[src/rtl/fix_pkg.sv]
// Shared FIX protocol constants and the transmit checksum FSM state type.
package fix_pkg;

  localparam logic [7:0] FIX_SOH       = 8'h01;
  localparam logic [7:0] FIX_ASCII_0   = 8'h30;
  localparam logic [7:0] FIX_EQ        = 8'h3D;
  localparam logic [7:0] FIX_CSUM_TAG0 = 8'h31;
  localparam logic [7:0] FIX_CSUM_TAG1 = 8'h30;

  // Trailer "10=NNN<SOH>" is seven bytes, indexed 0..6.
  localparam logic [2:0] TRAIL_LAST_IDX = 3'd6;

  typedef enum logic {
    S_BODY  = 1'b0,
    S_TRAIL = 1'b1
  } csum_tx_state_t;

endpackage

[src/rtl/fix_csum_trailer_bin2dec3.sv]
// Combinational 8-bit binary to three ASCII decimal digits (hundreds, tens, units).
module bin2dec3
  import fix_pkg::*;
(
  input  logic [7:0] value,
  output logic [7:0] hundreds,
  output logic [7:0] tens,
  output logic [7:0] units
);

  logic [1:0] hund_d;
  logic [3:0] tens_d;
  logic [7:0] rem_h;
  logic [7:0] rem_t;
  logic       tens_found;

  // Compare-and-subtract keeps this divider-free: 200/100 first, then 90..10.
  always_comb begin
    hund_d     = 2'd0;
    rem_h      = value;
    tens_d     = 4'd0;
    rem_t      = 8'd0;
    tens_found = 1'b0;

    if (value >= 8'd200) begin
      hund_d = 2'd2;
      rem_h  = value - 8'd200;
    end else if (value >= 8'd100) begin
      hund_d = 2'd1;
      rem_h  = value - 8'd100;
    end

    rem_t = rem_h;
    for (int k = 9; k >= 1; k--) begin
      if (!tens_found && (rem_h >= 8'(k * 10))) begin
        tens_found = 1'b1;
        tens_d     = 4'(k);
        rem_t      = rem_h - 8'(k * 10);
      end
    end
  end

  assign hundreds = FIX_ASCII_0 + {6'd0, hund_d};
  assign tens     = FIX_ASCII_0 + {4'd0, tens_d};
  assign units    = FIX_ASCII_0 + rem_t;

endmodule

[src/rtl/fix_csum_trailer.sv]
// Transmit FIX checksum: passes the body through and appends "10=NNN<SOH>".
// Optional FIX_CSUM_MON_EN adds checksum_o / csum_done_o monitor ports.
module fix_csum_trailer
  import fix_pkg::*;
(
  input  logic       clk,
  input  logic       rst_n,
  input  logic [7:0] data_i,
  input  logic       valid_i,
  input  logic       last_i,
  output logic       ready_o,
  output logic [7:0] data_o,
  output logic       valid_o,
  output logic       last_o,
  input  logic       ready_i
`ifdef FIX_CSUM_MON_EN
  ,
  output logic [7:0] checksum_o,
  output logic       csum_done_o
`endif
);

  csum_tx_state_t state, state_nxt;
  logic [7:0] sum;
  logic [7:0] csum;
  logic [2:0] idx;
  logic       run;

  logic       body_beat;
  logic       trail_adv;
  logic       trail_done;
  logic [7:0] dig_h;
  logic [7:0] dig_t;
  logic [7:0] dig_u;
  logic [7:0] trail_byte;

  assign body_beat  = run && (state == S_BODY) && valid_i && ready_i;
  assign trail_adv  = run && (state == S_TRAIL) && ready_i;
  assign trail_done = trail_adv && (idx == TRAIL_LAST_IDX);

  bin2dec3 u_bin2dec3 (
    .value    (csum),
    .hundreds (dig_h),
    .tens     (dig_t),
    .units    (dig_u)
  );

  always_ff @(posedge clk or negedge rst_n) begin
    if (!rst_n) begin
      state <= S_BODY;
      run   <= 1'b0;
    end else begin
      state <= state_nxt;
      run   <= 1'b1;
    end
  end

  // The running sum clears on the closing beat so a new body can start right after the trailer.
  always_ff @(posedge clk or negedge rst_n) begin
    if (!rst_n) begin
      sum  <= 8'd0;
      csum <= 8'd0;
      idx  <= 3'd0;
    end else begin
      if (body_beat) begin
        if (last_i) begin
          csum <= sum + data_i;
          sum  <= 8'd0;
          idx  <= 3'd0;
        end else begin
          sum <= sum + data_i;
        end
      end else if (trail_adv) begin
        idx <= trail_done ? 3'd0 : idx + 3'd1;
      end
    end
  end

  always_comb begin
    state_nxt = state;
    case (state)
      S_BODY:  if (body_beat && last_i) state_nxt = S_TRAIL;
      S_TRAIL: if (trail_done)          state_nxt = S_BODY;
      default: state_nxt = S_BODY;
    endcase
  end

  always_comb begin
    trail_byte = FIX_SOH;
    case (idx)
      3'd0:    trail_byte = FIX_CSUM_TAG0;
      3'd1:    trail_byte = FIX_CSUM_TAG1;
      3'd2:    trail_byte = FIX_EQ;
      3'd3:    trail_byte = dig_h;
      3'd4:    trail_byte = dig_t;
      3'd5:    trail_byte = dig_u;
      default: trail_byte = FIX_SOH;
    endcase
  end

  // Until the first edge after reset release every handshake output stays quiet.
  always_comb begin
    ready_o = 1'b0;
    valid_o = 1'b0;
    last_o  = 1'b0;
    data_o  = 8'h00;
    if (run) begin
      case (state)
        S_BODY: begin
          data_o  = data_i;
          valid_o = valid_i;
          ready_o = ready_i;
        end
        S_TRAIL: begin
          data_o  = trail_byte;
          valid_o = 1'b1;
          last_o  = (idx == TRAIL_LAST_IDX);
        end
        default: ;
      endcase
    end
  end

`ifdef FIX_CSUM_MON_EN
  assign checksum_o  = csum;
  assign csum_done_o = trail_done;
`endif

endmodule

[config.mk]
export PLATFORM = sky130hd
export DESIGN_NAME = fix_csum_trailer
export DESIGN_NICKNAME = d
export VERILOG_FILES = /design/src/rtl/fix_pkg.sv /design/src/rtl/fix_csum_trailer_bin2dec3.sv /design/src/rtl/fix_csum_trailer.sv
export SDC_FILE = /design/constraint.sdc
export NUM_CORES = 1
export LEC_CHECK = 0
export CAP_MARGIN = 20
export CORE_ASPECT_RATIO = 0.75
export CORE_MARGIN = 4
export CORE_UTILIZATION = 47
export CTS_CLUSTER_DIAMETER = 120
export CTS_CLUSTER_SIZE = 28
export DETAILED_ROUTE_END_ITERATION = 10
export GPL_TIMING_DRIVEN = 0
export PLACE_DENSITY = 0.66
export SLEW_MARGIN = 0
export SYNTH_ARGS = -nofsm -noshare
export SYNTH_HDL_FRONTEND = slang
export SYNTH_SLANG_ARGS = --single-unit
[constraint.sdc]
create_clock -name clk -period 13.35 [get_ports clk]
set_clock_uncertainty 0.15 [all_clocks]
set_input_delay 4.005 -clock clk [delete_from_list [all_inputs] [get_ports clk]]
set_output_delay 4.005 -clock clk [all_outputs]
set_load 0.1 [all_outputs]
# Yosys cells after proc, flatten, opt, wreduce, memory -nomap -nowiden
# Index checks and enable logic that the tools add are counted.
[word_totals]
register_bits = 21
latchBits = 0
ram_bits = 0
rom_bits = 0
input_bits = 13
out_inout_bits = 11
wordCells = 114
memories = 0
[op_classes]
add_sub_neg = 16
n_mul = 0
div_mod_pow = 0
n_lt_le_gt_ge = 11
eq_ne = 7
shift = 0
muxes = 47
bitwise_logic = 1
n_reduce_logical = 27
[op_table]
columns = ["cell", "count"]
rows = [
  ["$mux 8", 13],
  ["$pmux 8 s6", 1],
  ["$mux 4", 9],
  ["$ge 8x7->1 const B", 4],
  ["$sub 8x7->8 const B", 4],
  ["$ge 8x6->1 const B", 3],
  ["$sub 8x6->8 const B", 3],
  ["$ge 8x5->1 const B", 2],
  ["$mux 1", 16],
  ["$pmux 8 s2", 1],
  ["$sub 8x5->8 const B", 2],
  ["$logic_and 1x1->1", 15],
  ["$mux 3", 4],
  ["$eq 3x3->1 const B", 3],
  ["$add 6x8->8 const A", 1],
  ["$add 8x8->8", 1],
  ["$ge 8x4->1 const B", 1],
  ["$ge 8x8->1 const B", 1],
  ["$logic_not 1->1", 8],
  ["$sub 8x4->8 const B", 1],
  ["$sub 8x8->8 const B", 1],
  ["$add 6x2->7 const A", 1],
  ["$add 6x4->7 const A", 1],
  ["$eq 3x2->1 const B", 2],
  ["other kinds (9)", 11],
]

# Depth between registers and ports, before layout
# Gate-level depths: netlist of the first run.
[depth]
ltp_word = 33
depth_mapped = 22
ltp_nobuf = 20

# By module
# From an unflattened synthesis of the first run, not the netlist that was laid out.
[hier_totals]
cells_unflattened = 427
hier_area_um2 = 3335.7
[by_module_without_submodules]
columns = ["mod", "instances", "cells_per_inst", "area_per_inst_um2", "seq_area_each_um2"]
rows = [
  ["bin2dec3", 1, 266, 1834.3, 0.0],
  ["fix_csum_trailer", 1, 161, 1501.4, 525.5],
]

# Worst setup path after synthesis of the first run
# No wires, ideal clock.
[synth_path]
path_kind = "reg2out"
startpoint = "register csum[2]"
endpoint = "output port data_o[6]"
t_arrival_ns = 6.484
path_slack_ns = 2.711
stages_incl_launch_ff = 23
path_buffers = 2
path_cell_list = "dfrtp_1 > buf_2 > clkinv_1 > ha_1 > or3b_4 > a21oi_2 > nand2_1 > and2_1 > inv_2 > clkbuf_1 > ha_1 > inv_1 > o41ai_1 > a31oi_1 > nor3_1 > a22o_1 > o31ai_1 > a21oi_1 > or2_1 > inv_1 > ha_1 > xor2_1 > o21ai_0"
[synth_via]
elab_chain_len = 33
[synth_rtl]
columns = ["element", "line", "source"]
rows = [
  ["start: declaration", "fix_csum_trailer.sv:25", "logic [7:0] csum;"],
  ["start signal: assignment", "fix_csum_trailer.sv:67", "csum <= sum + data_i;"],
  ["$sub 8x7->8 or $ge 8x7->1 (tied branches)", "fix_csum_trailer_bin2dec3.sv:30, fix_csum_trailer_bin2dec3.sv:28", ""],
  ["$mux 8", "fix_csum_trailer_bin2dec3.sv:28", "end else if (value >= 8'd100) begin"],
  ["$mux 8", "fix_csum_trailer_bin2dec3.sv:25", "if (value >= 8'd200) begin"],
  ["$ge 8x7->1", "fix_csum_trailer_bin2dec3.sv:35", "if (!tens_found && (rem_h >= 8'(k * 10))) begin"],
  ["$mux 1", "fix_csum_trailer_bin2dec3.sv:35", ""],
  ["$logic_not 1->1", "fix_csum_trailer_bin2dec3.sv:35", ""],
  ["$logic_and 1x1->1", "fix_csum_trailer_bin2dec3.sv:35", ""],
  ["$mux 1", "fix_csum_trailer_bin2dec3.sv:35", ""],
  ["(+17 left out)", "--", ""],
  ["$mux 1", "fix_csum_trailer_bin2dec3.sv:35", ""],
  ["$logic_not 1->1", "fix_csum_trailer_bin2dec3.sv:35", ""],
  ["$logic_and 1x1->1", "fix_csum_trailer_bin2dec3.sv:35", ""],
  ["$mux 8 or $mux 4 (tied branches)", "fix_csum_trailer_bin2dec3.sv:35", ""],
  ["$add 6x8->8 or $add 6x4->7 (tied branches)", "fix_csum_trailer_bin2dec3.sv:45, fix_csum_trailer_bin2dec3.sv:44", ""],
  ["$pmux 8 s6 *", "fix_csum_trailer.sv:90", "case (idx)"],
  ["$pmux 8 s2 *", "fix_csum_trailer.sv:108", "case (state)"],
  ["$mux 8 *", "fix_csum_trailer.sv:107", "if (run) begin"],
  ["end: declaration", "fix_csum_trailer.sv:12", "output logic [7:0] data_o,"],
]
# Every way passes the cells marked *; elsewhere a longest branch is shown, timed or not.

# Worst setup path after layout of the first run
# Ends and elaborated chain as after synthesis.

==> out/qor.yml, run 1 <==
synthesis:
  synth_top_flop_cell: "dfrtp_1"
  syn_nets: 476
  synth_cells: 436
  ys.warnings.count: 0
  synth_edf_count: 0
  yosys_register_bits: 21
  yosys.area.top_type_share_pct: 16.02
  async_reset_ff_share_pct: 100.0
  seq_area_frac_synth_pct: 16.02
  ys_top_cells_by_area: "dfrtp_1 16%, ha_1 9.9%, nand2_1 5.9%"
  yosysUniqueCellTypes: 86
  synth_area_per_cell_um2: 7.524
  syn_area_um2: 3281
  yosys.area.top_type: "dfrtp_1"
timing:
  clock.fmax_ghz: 0.08542
  hold_viol_final: 0
  finalSetupViolCount: 0
  drv_slew: 0
  period_needed_ns: 11.71
  fin_crit_sh_pct: 87.69
  final.setup.tns_ns: 0
  rsz0062_at_grt: "false"
  worstMarginPinSlew_ns: 1.137
  slew_headroom_pct: 23.96
grt:
  grt-ovfl-total: 0
  grtUsageTotal_pct: 24.90
  antenna_found_initial: 0
  grt_pass1_wl_um: 16940
  grt_max_degree: 22
  grt_pass1_vias: 3188
final_layout:
  nFillCells: 649
  final_common_cell: "nand2_1"
  drive_gt1_share_pct: 8.602
  fin_nets: 506
  multiInputGateArea_um2: 2591
  num_antenna_cells: 0
  seq_area_um2: 525.5
  final_cell_mix: "52 x nand2_1, 37 x a21oi_1, 34 x nor2_1, 26 x ha_1, 23 x clkdlybuf4s50_1"
  syn_to_final_growth_pct: 12.62
clock_tree:
  cts.sinks: 21
  cts_root_buf: "clkbuf_8"
  post-cts-setup-buffers: 0
  cts_max_level: 1
  cts_resized: 0
  clock_path_buffers: 2
  hold_buffers: 0
  cts_tree: "done"
  cts.clk_slew.worst_paths_ns: 0.08
  numCtsBuffers: 3
  clk_latency_ns: 0.27
routing:
  dr.pass1.iters: 5
  viasPerCell: 6.619
  drt_iter0_markers: 366
  drc: 0
  routed_wirelength_um: 10630
  num_vias: 3634
  postRouteAntennaNets: 0
  wl_per_cell_um: 19.36
worst_setup_path:
  cp_cell_sequence: "buf_2 -> clkinv_1 -> ha_1 -> or3b_4 -> a21oi_2 -> nand2_1 -> and2_1 -> inv_2 -> clkbuf_1 -> ha_1 -> inv_1 -> o41ai_1 -> a31oi_1 -> nor3_1 -> nand2_1 -> nand2_1 -> nor4_1 -> o22ai_1 -> a21oi_1 -> ha_1 -> xor2_1 -> o21ai_0 -> clkdlybuf4s50_1"
  criticalPathCategory: "reg -> out"
  endpoint_kind: "primary output"
  critPathRequiredTime_ns: 9.19
  critPathBufInv: 6
  cp_slowest_cell: "clkdlybuf4s50_1"
  critical_path.startpoint_type: "flip-flop"
  cpPeakStageDelay_ns: 1.18
  critPathTopFamily: "buffers and inverters"
  cp.arrival_ns: 7.55
  worst-path-max-fanout: 12
hold_path:
  hp-class: "reg -> reg"
die:
  coreArea_um2: 6799
  dieWidth_um: 104.5
  io_pins: 24
  fp.dieH_um: 80.36
  fp-row-count: 26
  dieArea_um2: 8395
  initial_core_util_pct: 48.25
placement:
  port_buffers: 23
  gp_congestion: 0.9827
  dpl.hpwl_um: 8311
status:
  status: "finished clean"
job:
  drv_cap: 0
path summary, 6_finish.rpt:
kind	from	end	slack, ns	cells after the start
max	csum[2]	data_o[6]	1.64	23
min	sum[0]	sum[0]	0.35	2
max reg2reg	state	csum[5]	10.90	7
min reg2reg	sum[0]	sum[0]	0.35	2
max in group asynchronous	rst_n	csum[7]	8.88	2
min in group asynchronous	rst_n	state	3.80	1
metal layers:
metal	track usage [%]	part of all wire (%)	up-vias
met5	0	0	-
met4	4.117	1.3	0
met3	4.257	9.4	20
met2	35.89	41	195
met1	38.62	48	1712
li1	-	-	1707
registers in the layout, indices dropped and copies added, names as in the netlist:
signal	flops
csum	8
idx	3
run	1
state	1
sum	8
worst register-to-register path, stage by stage, from the launching register on:
cell and delay [ns]:
dfrtp_1 0.36, clkbuf_1 0.19, nor2b_1 0.14, clkbuf_1 0.40, and3_1 0.29, nand2_1 0.22, clkinv_1 0.24, mux2_2 0.36
cell type report:
cell class              instances  share of cell area, %
plain buffers                  20                  2.506
clock buffers                   3                  1.118
clock inverters                 1                 0.1355
inverters                      19                  1.930
multi-input cells             376                  70.13
flip-flops and latches         21                  14.22
well taps                      84                  2.845
repair buffers                 25                  7.111
metrics by stage:
step	instances	util [%]	hold slack (ns)	area, µm²	worst slack (ns)
floorplan	436	-	0.3026	3281	2.711
global placement	543	53.18	0.3164	3616	2.222
detailed placement	543	53.18	0.3402	3616	2.241
CTS	547	53.86	0.3584	3662	1.911
global route	549	54.34	0.3733	3695	1.429
finish	549	54.34	0.3545	3695	1.643
cells in the mapped netlist, types with 9 or more instances:
cell / count
a21oi_1: 37
o21ai_0: 21
nand3_1: 15
a211oi_1: 10
nand2_1: 52
nor3_1: 9
dfrtp_1: 21
inv_1: 15
nor2_1: 34
ha_1: 26
clkbuf_1: 10
xnor2_1: 18
cell families (layout without fill, tap and decap cells):
group                    Yosys count  after routing  share of synthesized area (%)
multiplexers                       4              4                          1.297
XOR/XNOR                          21             21                          6.179
AND/OR/NAND/NOR                  164            164                          25.32
flip-flops                        21             21                          16.02
adder cells (fa/ha/maj)           27             27                          10.53
other                              1              1                         0.1143
AO/OA/AOI/OAI                    159            159                          35.55
buffers and inverters             39             68                          4.996
Power of run 1 is not shown: default switching activity piles up to over one toggle a cycle in this logic, so the estimate is an artifact.
==> run 2, diff against run 1 <==
--- a/config.mk
+++ b/config.mk
@@ -14,6 +14,7 @@
 export DETAILED_ROUTE_END_ITERATION = 10
 export GPL_TIMING_DRIVEN = 0
 export PLACE_DENSITY = 0.66
+export SKIP_CTS_REPAIR_TIMING = 1
 export SLEW_MARGIN = 0
 export SYNTH_ARGS = -nofsm -noshare
 export SYNTH_HDL_FRONTEND = slang
==> results of run 2 <==
Final layout, timing and power as in run 1 (identical DEF).
Power of run 2 is left out for the same reason.
